### config.mk
export PLATFORM = sky130hd
export DESIGN_NAME = nmi_arbiter
export DESIGN_NICKNAME = d
export VERILOG_FILES = /design/src/rtl/nmi_arbiter_pkg.sv /design/src/rtl/btn_debounce.sv /design/src/rtl/nmi_arbiter.sv
export SDC_FILE = /design/constraint.sdc
export NUM_CORES = 1
export LEC_CHECK = 0
export ABC_AREA = 1
export CORE_UTILIZATION = 25
export CTS_BUF_LIST = sky130_fd_sc_hd__clkbuf_16
export DETAILED_ROUTE_END_ITERATION = 8
export GPL_ROUTABILITY_DRIVEN = 1
export PLACE_DENSITY = 0.41
export SYNTH_ARGS = -nofsm -noshare
export SYNTH_HDL_FRONTEND = slang
export SYNTH_SLANG_ARGS = --single-unit
export TNS_END_PERCENT = 100
### constraint.sdc
create_clock -name clk28 -period 1.7 [get_ports clk28]
set_input_delay 0.255 -clock clk28 [delete_from_list [all_inputs] [get_ports clk28]]
set_output_delay 0.255 -clock clk28 [all_outputs]
set_load 0.05 [all_outputs]
### src/rtl/nmi_arbiter_pkg.sv
`default_nettype none
// ============================================================================
// Module   : nmi_arbiter_pkg
// Purpose  : Shared types and constants for the /NMI arbiter slice.
//            nmi_state_t : arbiter FSM state encoding
//            NMI_VECTOR  : Z80 NMI restart address fetched under M1
// Revision : 1.0 - initial release
// ============================================================================
package nmi_arbiter_pkg;

  typedef enum logic [1:0] {
    NMI_IDLE     = 2'd0,
    NMI_WAIT_INT = 2'd1,
    NMI_ASSERT   = 2'd2,
    NMI_HOLD     = 2'd3
  } nmi_state_t;

  localparam logic [15:0] NMI_VECTOR = 16'h0066;

endpackage
`default_nettype wire

### src/rtl/btn_debounce.sv
`default_nettype none
// ============================================================================
// Module   : btn_debounce
// Purpose  : Synchronises one asynchronous button level, accepts it once it
//            has been stable for DEBOUNCE_CYCLES clocks, and emits a single
//            clock pulse on each accepted 0->1 transition.
// Ports    : clk28 - system clock
//            rst_n - synchronous active-low reset
//            btn   - raw asynchronous button level, active-high
//            rise  - one-cycle pulse when the debounced level rises
// Revision : 1.0 - initial release
// ============================================================================
module btn_debounce #(
  parameter int DEBOUNCE_CYCLES = 280000
) (
  input  logic clk28,
  input  logic rst_n,
  input  logic btn,
  output logic rise
);

  localparam int CNT_W = (DEBOUNCE_CYCLES > 1) ? $clog2(DEBOUNCE_CYCLES) : 1;
  localparam logic [CNT_W-1:0] c_cnt_max = CNT_W'(DEBOUNCE_CYCLES - 1);

  logic             r_meta;
  logic             r_sync;
  logic             r_prev;
  logic             r_level;
  logic             r_rise;
  logic [CNT_W-1:0] r_cnt;

  always_ff @(posedge clk28) begin
    if (!rst_n) begin
      r_meta  <= 1'b0;
      r_sync  <= 1'b0;
      r_prev  <= 1'b0;
      r_level <= 1'b0;
      r_rise  <= 1'b0;
      r_cnt   <= '0;
    end else begin
      r_meta <= btn;
      r_sync <= r_meta;
      r_prev <= r_sync;
      r_rise <= 1'b0;
      // Any change of the synchronised level restarts the stability window;
      // the counter then parks at its maximum until the next change.
      if (r_sync != r_prev) begin
        r_cnt <= '0;
      end else if (r_cnt == c_cnt_max) begin
        if (r_sync != r_level) begin
          r_level <= r_sync;
          r_rise  <= r_sync;
        end
      end else begin
        r_cnt <= r_cnt + CNT_W'(1);
      end
    end
  end

  assign rise = r_rise;

endmodule
`default_nettype wire

### src/rtl/nmi_arbiter.sv
`default_nettype none
// ============================================================================
// Module   : nmi_arbiter
// Purpose  : Shares the Z80 /NMI line between NREQ requesters. Each button is
//            debounced into a pending request; the lowest pending index is
//            served by asserting /NMI on the next /INT falling edge and
//            pulsing a one-hot grant when the CPU fetches the NMI vector.
// Ports    : clk28, rst_n     - clock, synchronous active-low reset
//            btn[NREQ]        - raw button levels (asynchronous)
//            req_en[NREQ]     - source enable; low masks and clears the source
//            busy[NREQ]       - source in its handler; masks new requests
//            n_int, n_int_next- current and next-cycle /INT level
//            bus_m1, bus_mreq, bus_a - CPU bus qualifiers and address
//            n_nmi            - /NMI to CPU, active-low
//            grant[NREQ]      - one-hot pulse on vector fetch
//            timeout          - pulse when a request is aborted
// Revision : 1.0 - initial release
// ============================================================================
module nmi_arbiter
  import nmi_arbiter_pkg::*;
#(
  parameter int NREQ            = 3,
  parameter int DEBOUNCE_CYCLES = 280000,
  parameter int TIMEOUT_FRAMES  = 4
) (
  input  logic            clk28,
  input  logic            rst_n,
  input  logic [NREQ-1:0] btn,
  input  logic [NREQ-1:0] req_en,
  input  logic [NREQ-1:0] busy,
  input  logic            n_int,
  input  logic            n_int_next,
  input  logic            bus_m1,
  input  logic            bus_mreq,
  input  logic [15:0]     bus_a,
  output logic            n_nmi,
  output logic [NREQ-1:0] grant,
  output logic            timeout
);

  localparam int SEL_W  = (NREQ > 1) ? $clog2(NREQ) : 1;
  localparam int FCNT_W = $clog2(TIMEOUT_FRAMES + 1);
  localparam logic [FCNT_W-1:0] c_fcnt_last = FCNT_W'(TIMEOUT_FRAMES - 1);

  nmi_state_t        r_state, w_state_next;
  logic [SEL_W-1:0]  r_sel, w_sel_next, w_pick;
  logic [FCNT_W-1:0] r_fcnt, w_fcnt_next;
  logic [NREQ-1:0]   r_pending, w_pending_next;
  logic              r_n_nmi, w_n_nmi_next;
  logic [NREQ-1:0]   r_grant, w_grant_next;
  logic              r_timeout, w_timeout_next;
  logic [NREQ-1:0]   w_rise;
  logic              w_int_fall, w_vec_fetch;

  generate
    for (genvar gi = 0; gi < NREQ; gi++) begin : g_src
      btn_debounce #(.DEBOUNCE_CYCLES(DEBOUNCE_CYCLES)) u_debounce (
        .clk28 (clk28),
        .rst_n (rst_n),
        .btn   (btn[gi]),
        .rise  (w_rise[gi])
      );
    end
  endgenerate

  assign w_int_fall  = n_int & ~n_int_next;
  assign w_vec_fetch = bus_m1 & bus_mreq & (bus_a == NMI_VECTOR);

  // Priority encoder: lowest set index wins.
  always_comb begin
    w_pick = '0;
    for (int i = NREQ - 1; i >= 0; i--) begin
      if (r_pending[i]) w_pick = SEL_W'(i);
    end
  end

  always_comb begin
    w_state_next   = r_state;
    w_sel_next     = r_sel;
    w_fcnt_next    = r_fcnt;
    w_n_nmi_next   = r_n_nmi;
    w_grant_next   = '0;
    w_timeout_next = 1'b0;
    case (r_state)
      NMI_IDLE: begin
        if (|r_pending) begin
          w_sel_next   = w_pick;
          w_state_next = NMI_WAIT_INT;
        end
      end
      NMI_WAIT_INT: begin
        if (!req_en[r_sel]) begin
          w_state_next = NMI_IDLE;
        end else if (w_int_fall) begin
          w_state_next = NMI_ASSERT;
          w_n_nmi_next = 1'b0;
          w_fcnt_next  = '0;
        end
      end
      NMI_ASSERT: begin
        // A vector fetch takes precedence over a coincident /INT edge.
        if (w_vec_fetch) begin
          for (int i = 0; i < NREQ; i++) w_grant_next[i] = (r_sel == SEL_W'(i));
          w_n_nmi_next = 1'b1;
          w_state_next = NMI_HOLD;
        end else if (w_int_fall) begin
          if (r_fcnt == c_fcnt_last) begin
            w_n_nmi_next   = 1'b1;
            w_timeout_next = 1'b1;
            w_state_next   = NMI_IDLE;
          end else begin
            w_fcnt_next = r_fcnt + FCNT_W'(1);
          end
        end
      end
      NMI_HOLD: begin
        // Frame count carries over from ASSERT so the whole service window
        // is bounded, not just the wait for the vector fetch.
        if (busy[r_sel]) begin
          w_state_next = NMI_IDLE;
        end else if (w_int_fall) begin
          if (r_fcnt == c_fcnt_last) begin
            w_timeout_next = 1'b1;
            w_state_next   = NMI_IDLE;
          end else begin
            w_fcnt_next = r_fcnt + FCNT_W'(1);
          end
        end
      end
      default: w_state_next = NMI_IDLE;
    endcase
  end

  // Clears use the next-cycle grant/timeout so the pending bit drops on the
  // same edge the pulse appears and IDLE never re-selects a served source.
  always_comb begin
    w_pending_next = r_pending;
    for (int i = 0; i < NREQ; i++) begin
      if (!req_en[i] || w_grant_next[i] || (w_timeout_next && r_sel == SEL_W'(i))) begin
        w_pending_next[i] = 1'b0;
      end else if (w_rise[i] && !busy[i] &&
                   !(r_state != NMI_IDLE && r_sel == SEL_W'(i))) begin
        w_pending_next[i] = 1'b1;
      end
    end
  end

  always_ff @(posedge clk28) begin
    if (!rst_n) begin
      r_state   <= NMI_IDLE;
      r_sel     <= '0;
      r_fcnt    <= '0;
      r_pending <= '0;
      r_n_nmi   <= 1'b1;
      r_grant   <= '0;
      r_timeout <= 1'b0;
    end else begin
      r_state   <= w_state_next;
      r_sel     <= w_sel_next;
      r_fcnt    <= w_fcnt_next;
      r_pending <= w_pending_next;
      r_n_nmi   <= w_n_nmi_next;
      r_grant   <= w_grant_next;
      r_timeout <= w_timeout_next;
    end
  end

  assign n_nmi   = r_n_nmi;
  assign grant   = r_grant;
  assign timeout = r_timeout;

endmodule
`default_nettype wire

==> out/qor.yml, run 1 <==
die_h_um: 136.9
synth-edff-count: 0
yosys_most_used_dff: "dfxtp_1"
final_area_um2: 5565
finalNetCount: 754
syn_area_um2: 4549
via_count: 4135
synthCells: 660
clockBufferDepth: 2
cp-end-kind: "register"
cts_root_buf: "clkbuf_16"
p_leak_nw: 2.207
grt_first_pass_wirelength_um: 17670
fmax_ghz: 0.6393
power_density_nw_per_um2: 740.7
avgSynthCellArea_um2: 6.893
antenna_found_initial: 0
clkLatencyLatePin_ps: 340
worstSetupPathType: "register to register"
synth_top_family_by_area: "simple AND/OR/NAND/NOR gates"
grt_overflow_total: 0
die_x_um: 136.9
hold_viol_final: 0
cts_sinks: 87
yosysUniqueCellTypes: 37
async_flop_share_pct: 0
ff2ff_path_depth: 8
max_cap_viol_count: 0
port_buffers: 35
layout_common_cells: "138 x nand2_1, 113 x inv_1, 83 x dfxtp_1"
ir_drop_v: 0.0004898
drt-wirelength-per-cell_um: 10.88
synth_mux_area_share_pct: 0
layout_worst_path_cycle_share_pct: 92.01
ys_ff_latch: 87
grt_pass1_vias: 3953
slew_headroom_pct: 75.60
grt_start_max_net_pins: 14
layout.cells.non_filler: 944
utilization_pct: 31.74
worst_pin_slew_ps: 363.2
drc: 0
synthXorXnorAreaFrac_pct: 3.273
synth-simple-area-share_pct: 36.36
timing.rr.end: "r_fcnt[0]"
area_delta_synth_final_pct: 22.33
timing.hold.worst.start: "g_src[0].u_debounce.r_meta"
clkTransAtPathRegs_ps: 60
status: "completed"
h-tree-depth: 3
grt_use_total_pct: 11.90
holdPathStages: 2
arrival_ps: 1840
rrSetupSlack_ps: 140
post-route-min-period_ps: 1564
reg2reg_from: "r_state[0]"
viasPerCell: 4.380
dr.pass1.iters: 5
ant_nets: 0
placed_area_um2: 5263
diodes: 0
core_area_um2: 17540
netlist.area_leader.share_pct: 38.28
setup_violations: 0
drt_iter0_markers: 227
final_common_cell: "nand2_1"
power_mw: 4.122
hold_ws_ps: 417.6
synth.yosys.warnings: 0
synth-compound-area-share_pct: 9.598
crit_path_start_kind: "register"
cts_tree: "built"
crit_start: "r_state[0]"
synth_top_cell_by_area: "dfxtp_1"
worstPathRequired_ps: 1980
rsz0062_at_grt: "no"
hold_path_class: "register to register"
synth_nets: 700
synth_area_leaders: "dfxtp_1 38%, nand2_1 11%, inv_1 9.0%, nor2_1 5.8%, a21oi_1 5.1%"
synthAdderAreaFrac_pct: 2.475
dieArea_um2: 18740
rows: 48
io_pins: 36
skew_ps: 6.717
dpl.hpwl_um: 7838
initial_utilization_pct: 25.94
finalMaxSlewViolations: 0
gp_congestion: 0.7986
yosysSeqAreaShare_pct: 38.28
drt_wl_total_um: 10270
drive_gt1_share_pct: 11.54
numCtsBuffers: 9
holdPathEnd: "g_src[0].u_debounce.r_sync"
crit_fanout: 4
dp_cells: 928
-- cells by family after synthesis --
group                    count (synthesis)
AO/OA/AOI/OAI                           80
XOR/XNOR                                17
adder cells (fa/ha/maj)                  9
buffers and inverters                  121
flip-flops                              87
AND/OR/NAND/NOR                        346
-- state kept, by name (all words and copies together) (netlist names) --
| signal | flops |
|---|---|
| g_src.u_debounce.r_prev | 3 |
| r_pending | 3 |
| r_fcnt | 3 |
| grant | 3 |
| g_src.u_debounce.rise | 3 |
| r_state | 2 |
| g_src.u_debounce.r_sync | 3 |
| g_src.u_debounce.r_level | 3 |
| r_sel | 2 |
| n_nmi | 1 |
| timeout | 1 |
| g_src.u_debounce.r_cnt | 57 |
| g_src.u_debounce.r_meta | 3 |
-- metrics by stage --
step | setup TNS [ps] | setup WS (ps)
2_1_floorplan | 0 | 158.2
3_3_place_gp | -258.1 | -75.55
3_5_place_dp | -449.1 | -102.1
4_1_cts | 0 | 56.28
5_1_grt | 0 | 7.114
6_report | 0 | 135.8
-- worst max-delay path, stage by stage (launching register included) --
cell and delay, ps:
dfxtp_2 350, inv_1 70, ha_1 220, or2_2 360, o22ai_4 180, nand3_2 120, nand2_1 80, inv_1 40
nor2_1 90
-- cells in the mapped netlist, types with 5 or more instances --
library cell	n
a21oi_1	46
dfxtp_1	87
ha_1	9
inv_1	109
inv_2	6
nand2_1	138
nand2_2	6
nand3_1	40
nand3_2	7
nand4_1	18
nor2_1	70
nor2_2	8
nor2_4	7
nor3_1	30
nor4_1	7
o21ai_0	18
xnor2_1	12
xor2_1	5
-- per-layer routing --
metal	global-route usage, %	share of wire, %	wire length [µm]	vias to the layer above
met5	0	0	0	-
met4	5.311	1.7	177	0
met3	2.333	2.9	299	10
met2	19.57	45	4651	63
met1	15.02	50	5144	1837
li1	-	-	-	2225
-- area by class of cell --
cell class,instances,area [µm²]
timing repair buffer,49,455.4
clock buffer,9,225.2
multi-input combinational,452,2390
inverter,115,431.7
sequential,87,1747
tap,225,281.5
clock inverter,7,35.03
fill,1905,11970
-- where the power goes --
part | total [mW] | internal, mW | switching (mW) | leakage, nW
combinational | 0.240 | 0.126 | 0.114 | 1.37
sequential | 2.09 | 2.07 | 0.0218 | 0.705
clock | 1.79 | 0.967 | 0.827 | 0.136
total | 4.12 | 3.16 | 0.963 | 2.21
-- worst max path at each step --
stage | endpoint | slack [ps] | cells past startpoint
final | r_fcnt[0] | 140 | 8
after CTS | r_fcnt[0] | 60 | 8
after floorplan | r_fcnt[0] | 160 | 8
after detailed placement | r_fcnt[0] | -100 | 8
after global placement | r_fcnt[2] | -80 | 8
after global routing | r_fcnt[2] | 7 | 8
-- what timing repair did --
item / in CTS / in global routing
endpoints found under the setup margin: 0 / 23
resized for setup: 0 / 11
buffers inserted: 0 / 0
hold buffers: 0 / 0
hold endpoints to repair: 0 / 0
(Power assumes the default switching activity.)
==> run 2, diff against run 1 <==
--- a/config.mk
+++ b/config.mk
@@ -6,11 +6,11 @@
 export NUM_CORES = 1
 export LEC_CHECK = 0
 export ABC_AREA = 1
-export CORE_UTILIZATION = 25
+export CORE_UTILIZATION = 40
 export CTS_BUF_LIST = sky130_fd_sc_hd__clkbuf_16
 export DETAILED_ROUTE_END_ITERATION = 8
 export GPL_ROUTABILITY_DRIVEN = 1
-export PLACE_DENSITY = 0.41
+export PLACE_DENSITY = 0.6
 export SYNTH_ARGS = -nofsm -noshare
 export SYNTH_HDL_FRONTEND = slang
 export SYNTH_SLANG_ARGS = --single-unit
==> out/qor.yml, run 2 (synthesis gave the netlist of run 1 again) <==
status: "completed"
gp_congestion: 0.8813  # +10%
worst_pin_slew_ps: 453.8  # +90.61 ps
drc: 0  # unchanged
crit_start: "g_src[2].u_debounce.r_cnt[1]"
grt_use_total_pct: 17.45  # +5.5 points
worstSetupPathType: "register to register"
cts_tree: "built"
slew_headroom_pct: 69.71  # -5.9 points
finalNetCount: 755  # +0.13%
io_pins: 36  # unchanged
antenna_found_initial: 0  # unchanged
port_buffers: 35  # unchanged
ir_drop_v: 0.0007242  # +48%
ff2ff_path_depth: 8  # unchanged
drt_iter0_markers: 170  # -25%
dieArea_um2: 11800  # -37%
clockBufferDepth: 2  # unchanged
clkLatencyLatePin_ps: 340  # about the same
fillers: 1077  # -43%
hold_ws_ps: 420.6  # +3.026 ps
cts_root_buf: "clkbuf_16"
multi_input_area_um2: 2370  # -0.84%
timing.hold.worst.start: "g_src[1].u_debounce.r_meta"
top_register: "g_src.u_debounce.r_cnt"
hold_path_class: "register to register"
arrival_ps: 1770  # -70 ps
p_leak_nw: 2.182  # -1.1%
grt_start_max_net_pins: 15  # +1
setup_violations: 0  # unchanged
power_density_nw_per_um2: 753.7  # +1.8%
skew_ps: 6.392  # -0.3252 ps
finalMaxSlewViolations: 0  # unchanged
ff_latch_area_um2: 1745  # about the same
viasPerCell: 4.763  # +8.7%
diodes: 0  # unchanged
core_area_um2: 10980  # -37%
grt_first_pass_wirelength_um: 16500  # -6.6%
layout_common_cells: "138 x nand2_1, 108 x inv_1, 84 x dfxtp_1"
cts_sinks: 87  # unchanged
clkTransAtPathRegs_ps: 60  # about the same
power_mw: 4.099  # -0.57%
crit_path_start_kind: "register"
die_h_um: 108.6  # -21%
hold_viol_final: 0  # unchanged
dpl.hpwl_um: 7188  # -8.3%
dr.pass1.iters: 4  # -1
post-route-min-period_ps: 1544  # -20.00 ps
numCtsBuffers: 9  # unchanged
drive_gt1_share_pct: 11.81  # +0.26 points
via_count: 4096  # -0.94%
reg2reg_from: "g_src[2].u_debounce.r_cnt[1]"
final_common_cell: "nand2_1"
rows: 38  # -21%
fmax_ghz: 0.6476  # +1.3%
h-tree-depth: 3  # unchanged
cp-end-kind: "register"
worstPathRequired_ps: 1930  # -50 ps
ant_nets: 0  # unchanged
max_cap_viol_count: 0  # unchanged
drt-wirelength-per-cell_um: 10.92  # +0.37%
initial_utilization_pct: 41.42  # +15 points
grt_pass1_vias: 3778  # -4.4%
grt_overflow_total: 0  # unchanged
area_delta_synth_final_pct: 19.53
die_x_um: 108.6  # -21%
largest_reg_flops: 57  # unchanged
rsz0062_at_grt: "no"
crit_fanout: 5  # +1
drt_wl_total_um: 9393  # -8.6%
layout_worst_path_cycle_share_pct: 90.84  # -1.2 points
holdPathStages: 2  # unchanged
==> run 2: area by class of cell <==
| type | instances | area share, % |
|---|---|---|
| multi-input cells | 452 | 43.58 |
| clock buffers | 9 | 4.142 |
| clock inverters | 7 | 0.7363 |
| well taps | 140 | 3.221 |
| flip-flops and latches | 87 | 32.10 |
| inverters | 115 | 7.938 |
| repair buffers | 50 | 8.283 |
==> run 2: metrics by stage <==
stage / setup slack [ps] / cell area, µm² / util, % / TNS (ps) / cells
6_report: 155.8 / 5438 / 49.51 / 0 / 860
5_1_grt: 0.5214 / 5438 / 49.51 / 0 / 860
4_1_cts: 57.80 / 5409 / 49.25 / 0 / 859
3_5_place_dp: -108.1 / 5144 / 46.83 / -436.7 / 843
3_3_place_gp: -54.84 / 5144 / 46.83 / -157.5 / 843
2_1_floorplan: 158.2 / 4549 / - / 0 / 660
==> run 2: path summary, 6_finish.rpt <==
path                                   to  slack [ps]
max          g_src[2].u_debounce.r_cnt[1]         160
min            g_src[1].u_debounce.r_sync         420
max reg2reg  g_src[2].u_debounce.r_cnt[1]         160
min reg2reg    g_src[1].u_debounce.r_sync         420
==> run 2: per-layer routing <==
metal / global-route usage, % / vias up / wire [µm]
met5: 0 / - / 0
met4: 3.861 / 0 / 70
met3: 4.782 / 7 / 300
met2: 28.80 / 42 / 4332
met1: 22.69 / 1817 / 4689
li1: - / 2230 / -
==> run 2: power by group <==
part	switching, mW	internal, mW
Combinational	0.112	0.121
Sequential	0.0206	2.07
Clock	0.806	0.974
==> run 2: critical path, cell delays in order (launching register included) <==
cell     delay, ps
dfxtp_1        370
ha_2           210
nand3_2        130
nor2_1         110
nand2_1        100
nor3_4         290
inv_1           90
nor2_1          90
nor2_1          50
==> run 2: timing repair <==
item	4_1_cts	5_1_grt
hold buffers	0	0
setup endpoints to repair	0	9
gates resized for setup	0	8
setup buffers	0	1
